--- src/rtl/fwd_hazard_if.sv ---
// Operand-forwarding bus between the ID stage and the forwarding/hazard unit.
// The master drives the issue and stage data, and the slave returns the resolved operands and the stall.
interface fwd_hazard_if #(
  parameter int unsigned XLEN   = 32,
  parameter int unsigned REG_AW = 5,
  parameter int unsigned NSRC   = 2,
  parameter int unsigned DEPTH  = 3
);
  localparam int unsigned SELW = $clog2(DEPTH + 1);

  logic                     stall_ext;
  logic                     flush_all;
  logic                     issue_valid;
  logic                     issue_we;
  logic                     issue_is_load;
  logic [REG_AW-1:0]        issue_rd;
  logic [NSRC*REG_AW-1:0]   issue_rs;
  logic [NSRC*XLEN-1:0]     rf_data;
  logic [XLEN-1:0]          ex_result;
  logic [XLEN-1:0]          mem_load_data;
  logic [NSRC*XLEN-1:0]     opnd_data;
  logic [NSRC*SELW-1:0]     fwd_sel;
  logic                     hazard_stall;
  logic [15:0]              stall_cnt;

  modport master (
    output stall_ext, flush_all, issue_valid, issue_we, issue_is_load, issue_rd,
           issue_rs, rf_data, ex_result, mem_load_data,
    input  opnd_data, fwd_sel, hazard_stall, stall_cnt
  );

  modport slave (
    input  stall_ext, flush_all, issue_valid, issue_we, issue_is_load, issue_rd,
           issue_rs, rf_data, ex_result, mem_load_data,
    output opnd_data, fwd_sel, hazard_stall, stall_cnt
  );
endinterface

--- src/rtl/fwd_hazard_unit.sv ---
// Forwarding and hazard unit. A DEPTH-slot queue tracks in-flight register writes, with slot 0 as EX.
// Each source operand takes its value from the youngest matching producer, and a load-use dependency raises a stall.
module fwd_hazard_unit #(
  parameter int unsigned XLEN       = 32,
  parameter int unsigned REG_AW     = 5,
  parameter int unsigned NSRC       = 2,
  parameter int unsigned DEPTH      = 3,
  parameter int unsigned LOAD_STAGE = 1
) (
  input  logic         clk,
  input  logic         rst,
  fwd_hazard_if.slave  bus
);
  localparam int unsigned SELW = $clog2(DEPTH + 1);
  localparam int unsigned CNTW = 16;

  typedef struct packed {
    logic              valid;
    logic              match_en;
    logic [REG_AW-1:0] rd;
    logic              is_load;
    logic              ready;
    logic [XLEN-1:0]   data;
  } slot_t;

  slot_t            slots_q [DEPTH];
  slot_t            slots_d [DEPTH];
  slot_t            cap_c   [DEPTH];
  slot_t            tag_c;
  logic [NSRC-1:0]  found_c;
  logic [NSRC-1:0]  unavail_c;
  logic             hazard_c;
  logic             push_c;
  logic [CNTW-1:0]  stall_cnt_q;
  logic [CNTW-1:0]  stall_cnt_d;

  // Operand resolution: the first hit from slot 0 upward is the youngest producer
  always_comb begin
    bus.opnd_data = bus.rf_data;
    bus.fwd_sel   = '0;
    found_c       = '0;
    unavail_c     = '0;
    for (int unsigned i = 0; i < NSRC; i++) begin
      for (int unsigned k = 0; k < DEPTH; k++) begin
        if (!found_c[i] && slots_q[k].valid && slots_q[k].match_en &&
            (slots_q[k].rd == bus.issue_rs[i*REG_AW +: REG_AW])) begin
          found_c[i]                     = 1'b1;
          bus.fwd_sel[i*SELW +: SELW]    = SELW'(k + 1);
          if (slots_q[k].ready) begin
            bus.opnd_data[i*XLEN +: XLEN] = slots_q[k].data;
          end else if ((k == 0) && !slots_q[k].is_load) begin
            bus.opnd_data[i*XLEN +: XLEN] = bus.ex_result;
          end else if ((k == LOAD_STAGE) && slots_q[k].is_load) begin
            bus.opnd_data[i*XLEN +: XLEN] = bus.mem_load_data;
          end else begin
            unavail_c[i] = 1'b1;
          end
        end
      end
    end
  end

  assign hazard_c         = bus.issue_valid && !rst && (|unavail_c);
  assign push_c           = bus.issue_valid && !hazard_c && !bus.flush_all;
  assign bus.hazard_stall = hazard_c;
  assign bus.stall_cnt    = stall_cnt_q;

  // Capture stage results in place, then shift or hold the queue
  always_comb begin
    tag_c          = '0;
    tag_c.valid    = 1'b1;
    tag_c.match_en = bus.issue_we && (bus.issue_rd != '0);
    tag_c.rd       = bus.issue_rd;
    tag_c.is_load  = bus.issue_is_load;

    for (int unsigned k = 0; k < DEPTH; k++) begin
      cap_c[k] = slots_q[k];
      if (slots_q[k].valid && !slots_q[k].ready) begin
        if ((k == 0) && !slots_q[k].is_load) begin
          cap_c[k].data  = bus.ex_result;
          cap_c[k].ready = 1'b1;
        end else if ((k == LOAD_STAGE) && slots_q[k].is_load) begin
          cap_c[k].data  = bus.mem_load_data;
          cap_c[k].ready = 1'b1;
        end
      end
    end

    for (int unsigned k = 0; k < DEPTH; k++) begin
      slots_d[k] = cap_c[k];
    end
    if (!bus.stall_ext) begin
      for (int unsigned k = 1; k < DEPTH; k++) begin
        slots_d[k] = cap_c[k-1];
      end
      slots_d[0] = push_c ? tag_c : '0;
    end
    if (bus.flush_all) begin
      for (int unsigned k = 0; k < DEPTH; k++) begin
        slots_d[k] = '0;
      end
    end
  end

  // Saturating count of cycles in which the hazard stall actually holds the front end
  always_comb begin
    stall_cnt_d = stall_cnt_q;
    if (hazard_c && !bus.stall_ext && (stall_cnt_q != '1)) begin
      stall_cnt_d = stall_cnt_q + CNTW'(1);
    end
  end

  always_ff @(posedge clk) begin
    if (rst) begin
      for (int unsigned k = 0; k < DEPTH; k++) begin
        slots_q[k] <= '0;
      end
      stall_cnt_q <= '0;
    end else begin
      for (int unsigned k = 0; k < DEPTH; k++) begin
        slots_q[k] <= slots_d[k];
      end
      stall_cnt_q <= stall_cnt_d;
    end
  end
endmodule

--- src/flat_wrapper.sv ---
// flat-port wrapper written by rule: the top's interface ports become plain ports
module fwd_hazard_unit_flat 
#(
  parameter int unsigned XLEN       = 32,
  parameter int unsigned REG_AW     = 5,
  parameter int unsigned NSRC       = 2,
  parameter int unsigned DEPTH      = 3,
  parameter int unsigned LOAD_STAGE = 1
)
  (clk, rst, bus_stall_ext, bus_flush_all, bus_issue_valid, bus_issue_we, bus_issue_is_load, bus_issue_rd, bus_issue_rs, bus_rf_data, bus_ex_result, bus_mem_load_data, bus_opnd_data, bus_fwd_sel, bus_hazard_stall, bus_stall_cnt);
  fwd_hazard_if #(.XLEN(XLEN), .REG_AW(REG_AW), .NSRC(NSRC), .DEPTH(DEPTH)) bus_i ();
  input  logic clk;
  input  logic rst;
  input wire logic [$bits(bus_i.stall_ext)-1:0] bus_stall_ext;
  input wire logic [$bits(bus_i.flush_all)-1:0] bus_flush_all;
  input wire logic [$bits(bus_i.issue_valid)-1:0] bus_issue_valid;
  input wire logic [$bits(bus_i.issue_we)-1:0] bus_issue_we;
  input wire logic [$bits(bus_i.issue_is_load)-1:0] bus_issue_is_load;
  input wire logic [$bits(bus_i.issue_rd)-1:0] bus_issue_rd;
  input wire logic [$bits(bus_i.issue_rs)-1:0] bus_issue_rs;
  input wire logic [$bits(bus_i.rf_data)-1:0] bus_rf_data;
  input wire logic [$bits(bus_i.ex_result)-1:0] bus_ex_result;
  input wire logic [$bits(bus_i.mem_load_data)-1:0] bus_mem_load_data;
  output wire logic [$bits(bus_i.opnd_data)-1:0] bus_opnd_data;
  output wire logic [$bits(bus_i.fwd_sel)-1:0] bus_fwd_sel;
  output wire logic [$bits(bus_i.hazard_stall)-1:0] bus_hazard_stall;
  output wire logic [$bits(bus_i.stall_cnt)-1:0] bus_stall_cnt;
  assign bus_i.stall_ext = bus_stall_ext;
  assign bus_i.flush_all = bus_flush_all;
  assign bus_i.issue_valid = bus_issue_valid;
  assign bus_i.issue_we = bus_issue_we;
  assign bus_i.issue_is_load = bus_issue_is_load;
  assign bus_i.issue_rd = bus_issue_rd;
  assign bus_i.issue_rs = bus_issue_rs;
  assign bus_i.rf_data = bus_rf_data;
  assign bus_i.ex_result = bus_ex_result;
  assign bus_i.mem_load_data = bus_mem_load_data;
  assign bus_opnd_data = bus_i.opnd_data;
  assign bus_fwd_sel = bus_i.fwd_sel;
  assign bus_hazard_stall = bus_i.hazard_stall;
  assign bus_stall_cnt = bus_i.stall_cnt;
  fwd_hazard_unit #(.XLEN(XLEN), .REG_AW(REG_AW), .NSRC(NSRC), .DEPTH(DEPTH), .LOAD_STAGE(LOAD_STAGE)) u_core (.clk(clk), .rst(rst), .bus(bus_i));
endmodule
--- config.mk ---
export PLATFORM = sky130hd
export DESIGN_NAME = fwd_hazard_unit_flat
export DESIGN_NICKNAME = d
export VERILOG_FILES = /design/src/rtl/fwd_hazard_if.sv /design/src/rtl/fwd_hazard_unit.sv /design/src/flat_wrapper.sv
export SDC_FILE = /design/constraint.sdc
export NUM_CORES = 1
export LEC_CHECK = 0
export CAP_MARGIN = 20
export CELL_PAD_IN_SITES_DETAIL_PLACEMENT = 0
export CELL_PAD_IN_SITES_GLOBAL_PLACEMENT = 1
export CORE_ASPECT_RATIO = 0.7
export CORE_MARGIN = 10
export CORE_UTILIZATION = 38
export CTS_CLUSTER_DIAMETER = 60
export CTS_CLUSTER_SIZE = 20
export DETAILED_ROUTE_END_ITERATION = 8
export HOLD_SLACK_MARGIN = 0.03
export PLACE_DENSITY = 0.92
export REMOVE_ABC_BUFFERS = 1
export SYNTH_ARGS = -nofsm -noshare
export SYNTH_HDL_FRONTEND = slang
export SYNTH_SLANG_ARGS = --single-unit
--- constraint.sdc ---
create_clock -name clk -period 5.4 [get_ports clk]
set_input_delay 0.81 -clock clk [delete_from_list [all_inputs] [get_ports clk]]
set_output_delay 0.81 -clock clk [all_outputs]
set_load 0.1 [all_outputs]
* After elaboration in Yosys (flattened, before gate mapping)
Memories as Yosys holds them, arrays and structs flattened. Index checks and enable logic that the tools add are counted. W data, S select, Z words.
Operators by class: add/sub/neg operators 1, equality and inequality tests 7, mux-type cells 53, bitwise gates (word level) 3, reduce and logical (&&, ||, !) cells 36
Operators with widths (number):
- $mux W32 | 16
- $mux W123 | 2
- $mux W41 | 4
- $mux W33 | 4
- $eq A5 B5 Y1 | 6
- $logic_and A1 B1 Y1 | 24
- $mux W1 | 23
- $add A16 B1 Y16 const B | 1
- $ne A16 B16 Y1 const B | 1
- $logic_not A1 Y1 | 10
- $mux W2 | 4
- $reduce_bool A5 Y1 | 1
- $or A1 B1 Y1 | 3
- $reduce_or A2 Y1 | 1
Storage, ports and cells: register bits 16, bits in writable memories 123, input port bits 150, output and inout port bits 85, memories kept 1
Memory list:
- u_core.slots_q | words 3, width 41, read ports 3, clocked after Yosys merged registers in 0, wr ports 3, line fwd_hazard_unit.sv:26 | slot_t slots_q [DEPTH];

* Depth between registers and ports, before layout
An unclocked memory read counts as a cell.
word-level depth 23, gate-level depth with buffers 11, depth with buffers taken out 8

* Worst setup path after synthesis
Ideal clock, no wire load.
kind input to output, from input port bus_issue_rs[1], to output port bus_opnd_data[1], data arrival time 4069 ps, setup slack 521 ps, stages on the path 10, buffers on the path 3, cell sequence xor2_1 nor4_1 and3b_1 buf_2 clkbuf_1 buf_1 nor2_1 nor2_1 o221ai_1 a31oi_1
Between the ends: cells in the longest elaborated chain, start to end 13
RTL lines:
- start, declared | line flat_wrapper.sv:20 | input wire logic [$bits(bus_i.issue_rs)-1:0] bus_issue_rs;
- $eq A5 B5 Y1 | line fwd_hazard_unit.sv:46 | (slots_q[k].rd == bus.issue_rs[i*REG_AW +: REG_AW])) begin
- $logic_and A1 B1 Y1 | line fwd_hazard_unit.sv:45 | if (!found_c[i] && slots_q[k].valid && slots_q[k].match_en &&
- $mux W1 | line fwd_hazard_unit.sv:45
- $logic_not A1 Y1 | line fwd_hazard_unit.sv:45
- $logic_and A1 B1 Y1 (3 in a row) | line fwd_hazard_unit.sv:45
- $mux W1 | line fwd_hazard_unit.sv:45
- $logic_not A1 Y1 | line fwd_hazard_unit.sv:45
- $logic_and A1 B1 Y1 (3 in a row) | line fwd_hazard_unit.sv:45
- $mux W32 * | line fwd_hazard_unit.sv:45
- end, declared | line flat_wrapper.sv:24 | output wire logic [$bits(bus_i.opnd_data)-1:0] bus_opnd_data;
Mark *: on every way between the ends. The rest lies on a longest branch, timed or not.

* Worst setup path in the final report
from input port bus_issue_rs[3], to output port bus_opnd_data[29]
The elaborated chain is that of the path after synthesis.

==> impl_metrics.sql <==
INSERT INTO impl_metrics (metric_group, metric, value, unit) VALUES
('timing', 'relSlewSlack', '24.9', '%'),
('pwr', 'switching_share', '31.6', '%'),
('worst_setup_path', 'rr_startpoint', 'u_core.slots_q[0][35]', ''),
('min_path', 'timing.hold.worst_path_depth', '2', ''),
('pwr', 'power.leakage', '5.04', 'nW'),
('die', 'die_width', '202', 'um'),
('pwr', 'p_sw', '0.899', 'mW'),
('flow_run', 'maxCapViolCount', '0', ''),
('worst_setup_path', 'timing.setup.critical_path_class', 'input pin to output pin', ''),
('worst_setup_path', 'setup.worst_path.end_class', 'output pin', ''),
('min_path', 'min-delay-path-class', 'flip-flop to flip-flop', ''),
('clock_tree', 'total_of_hold_buffers_inserted_after_clock_tree_synthesis', '0', ''),
('place', 'hpwlAfterDp', '24000', 'um'),
('pwr', 'power.density_cell_area', '225', 'nW/um^2'),
('pwr', 'internal-power', '1.94', 'mW'),
('routing', 'final_antenna_net_count', '0', ''),
('routing', 'route.met3.wl', '3620', 'um'),
('routing', 'met2_length', '15900', 'um'),
('logic_synthesis', 'postSynth.asyncResetShare', '0', '%'),
('logic_synthesis', 'synth.ff_latch_count', '138', ''),
('pwr', 'share_comb_of_total_power', '21.7', '%'),
('clock_tree', 'insertion_delay', '0.42', 'ns'),
('cells_and_area', 'fin_nets', '1554', ''),
('logic_synthesis', 'synth_largest_area_cell', 'dfxtp_1', ''),
('clock_tree', 'tritoncts', 'yes', ''),
('worst_setup_path', 'ff2ff_setup_slack', '2.04', 'ns'),
('logic_synthesis', 'ys_top_cells_by_count', 'nor2_1 (300), a21oi_1 (140), dfxtp_1 (138)', ''),
('min_path', 'holdCritStartpoint', 'u_core.slots_q[0][89]', ''),
('worst_setup_path', 'crit-reg2reg-capture', 'u_core.bus.stall_cnt[1]', ''),
('pwr', 'share_clk_of_total_power', '42.0', '%'),
('clock_tree', 'cts_root_buf', 'clkbuf_16', ''),
('pwr', 'seq_power_share', '36.2', '%'),
('timing', 'timing.clock.skew', '0.00829', 'ns'),
('clock_tree', 'cts_max_level', '4', ''),
('clock_tree', 'cts_resized', '0', ''),
('place', 'dpl-instance-area', '12000', 'sq um'),
('logic_synthesis', 'synthesis.area', '8770', 'sq um'),
('timing', 'slew_viol_final', '0', ''),
('clock_tree', 'cts.reportedPaths.clkPinSlew', '0.07', 'ns'),
('routing', 'routed_via_density', '5.75', ''),
('die', 'die-area', '29700', 'sq um'),
('worst_setup_path', 'r2r.worst_path.cells', '9', ''),
('min_path', 'min_to', 'u_core.slots_q[0][89]', ''),
('routing', 'wl_met1', '15700', 'um'),
('clock_tree', 'clock_path_buffers', '2', ''),
('clock_tree', 'cts_made_buffers', '17', ''),
('die', 'die_height', '147', 'um'),
('logic_synthesis', 'postSynthCellCount', '1231', ''),
('grt', 'number_of_global_route_vias_before_repair', '9488', ''),
('run_status', 'status', 'completed', ''),
('timing', 'worst-slew-pin-transition', '1.12', 'ns'),
('clock_tree', 'postCtsSetupRepairBufs', '0', ''),
('die', 'floorplan.initialDensity', '38.7', '%'),
('timing', 'rsz0062_at_grt', 'no', ''),
('timing', 'timing.final.hold_violations', '0', ''),
('cells_and_area', 'layout-drive-gt1-share', '10.3', '%'),
('routing', 'drt_wl_total', '35600', 'um'),
('grt', 'gr-usage-all-layers', '22.8', '%'),
('logic_synthesis', 'synth_cell_types', '41', ''),
('routing', 'detailedRoute.firstIterationViolations', '1151', ''),
('worst_setup_path', 'cpPeakStageDelay', '0.61', 'ns'),
('pwr', 'power.ir.vdd_worst', '0.206', 'mV'),
('worst_setup_path', 'timing.critical_path.cells', 'clkdlybuf4s50_1 > xor2_1 > nor4_1 > and3b_2 > nor3_2 > buf_4 > nor2_1 > o221ai_1 > a31oi_1 > buf_12', ''),
('place', 'place_worst_setup_slack', '0.755', 'ns'),
('cells_and_area', 'syn_to_final_growth', '43.9', '%'),
('routing', 'routed_wire_length_per_instance', '20.6', 'um'),
('routing', 'vias', '9942', ''),
('clock_tree', 'cts_sinks', '138', ''),
('worst_setup_path', 'setup.worst_path.start_class', 'input pin', ''),
('logic_synthesis', 'ys_dominant_reg_cell', 'dfxtp_1', ''),
('logic_synthesis', 'avgSynthCellArea', '7.13', 'sq um');
==> state kept, by name, summed over array words and instances, names as in the netlist <==
| register | cells |
|---|---|
| u_core.slots_q | 122 |
| u_core.bus.stall_cnt | 16 |
==> worst max path at each step <==
stage	to	slack (ns)	cells past startpoint
6_report	bus_opnd_data[29]	0.68	10
5_1_grt	bus_opnd_data[29]	0.57	10
4_1_cts	bus_opnd_data[29]	0.73	10
3_5_place_dp	bus_opnd_data[29]	0.76	10
3_3_place_gp	bus_opnd_data[29]	0.77	10
2_1_floorplan	bus_opnd_data[0]	-0.90	7
==> cell usage in the layout, fill, tap and decap left out, types with 3 or more instances in the layout <==
master,count
a21oi_1,140
a22o_1,53
a31oi_1,32
and3_1,3
and4_1,3
buf_12,68
buf_4,25
clkbuf_16,17
clkdlybuf4s50_1,166
clkinv_4,3
dfxtp_1,135
dfxtp_2,3
inv_6,5
inv_8,4
mux2i_1,65
nand2_1,77
nand2_2,3
nand3_1,6
nand4_1,10
nor2_1,298
nor2b_1,68
nor3_1,5
nor4_1,36
o21ai_0,41
o221ai_1,32
o22ai_1,34
o31ai_1,6
or3_1,6
or4_1,7
xnor2_1,15
xor2_1,18
==> metal layers <==
metal  up-vias  track usage [%]
met5         -                0
met4         0             5.92
met3        43             6.24
met2       583             35.3
met1      4568             30.5
li1       4748                -
==> critical path, delay by kind of cell <==
kind            cells  cell delay (ns)
simple gates        4             1.30
compound gates      2             0.58
xor+xnor            1             0.18
buf+inv             3             1.02
==> through the flow <==
step / hold slack, ns / power, mW / utilization, % / cells
floorplan: 0.442 / 1.37 / - / 1125
global placement: 0.457 / 1.67 / 53.0 / 1696
detailed placement: 0.462 / 1.67 / 53.0 / 1696
CTS: 0.481 / 2.85 / 55.7 / 1728
global route: 0.506 / 2.93 / 55.7 / 1729
finish: 0.486 / 2.84 / 55.7 / 1729
==> power by group through the flow <==
stage / combinational [mW] / sequential, mW / clock [mW]
floorplan: 0.318 / 1.05 / 0
CTS: 0.618 / 1.03 / 1.20
global placement: 0.614 / 1.05 / 0
finish: 0.618 / 1.03 / 1.19
global route: 0.643 / 1.03 / 1.25
detailed placement: 0.615 / 1.05 / 0
==> logic make-up after synthesis <==
logic type	share of synthesized area, %
fa+ha+maj	0.143
compound gates	25.2
flops	31.5
simple gates	27.7
mux	7.41
buf+inv	4.75
xor+xnor	3.29
==> layout make-up <==
| cell class | count | area [sq um] |
|---|---|---|
| Antenna cell | 1 | 2.50 |
| Clock buffer | 17 | 425 |
| Clock inverter | 15 | 178 |
| Fill cell | 2075 | 10000 |
| Inverter | 2 | 7.51 |
| Multi-Input combinational cell | 985 | 5650 |
| Sequential cell | 138 | 2770 |
| Tap cell | 312 | 390 |
| Timing Repair Buffer | 259 | 3210 |
No activity file was read; power rests on OpenSTA's default activity.
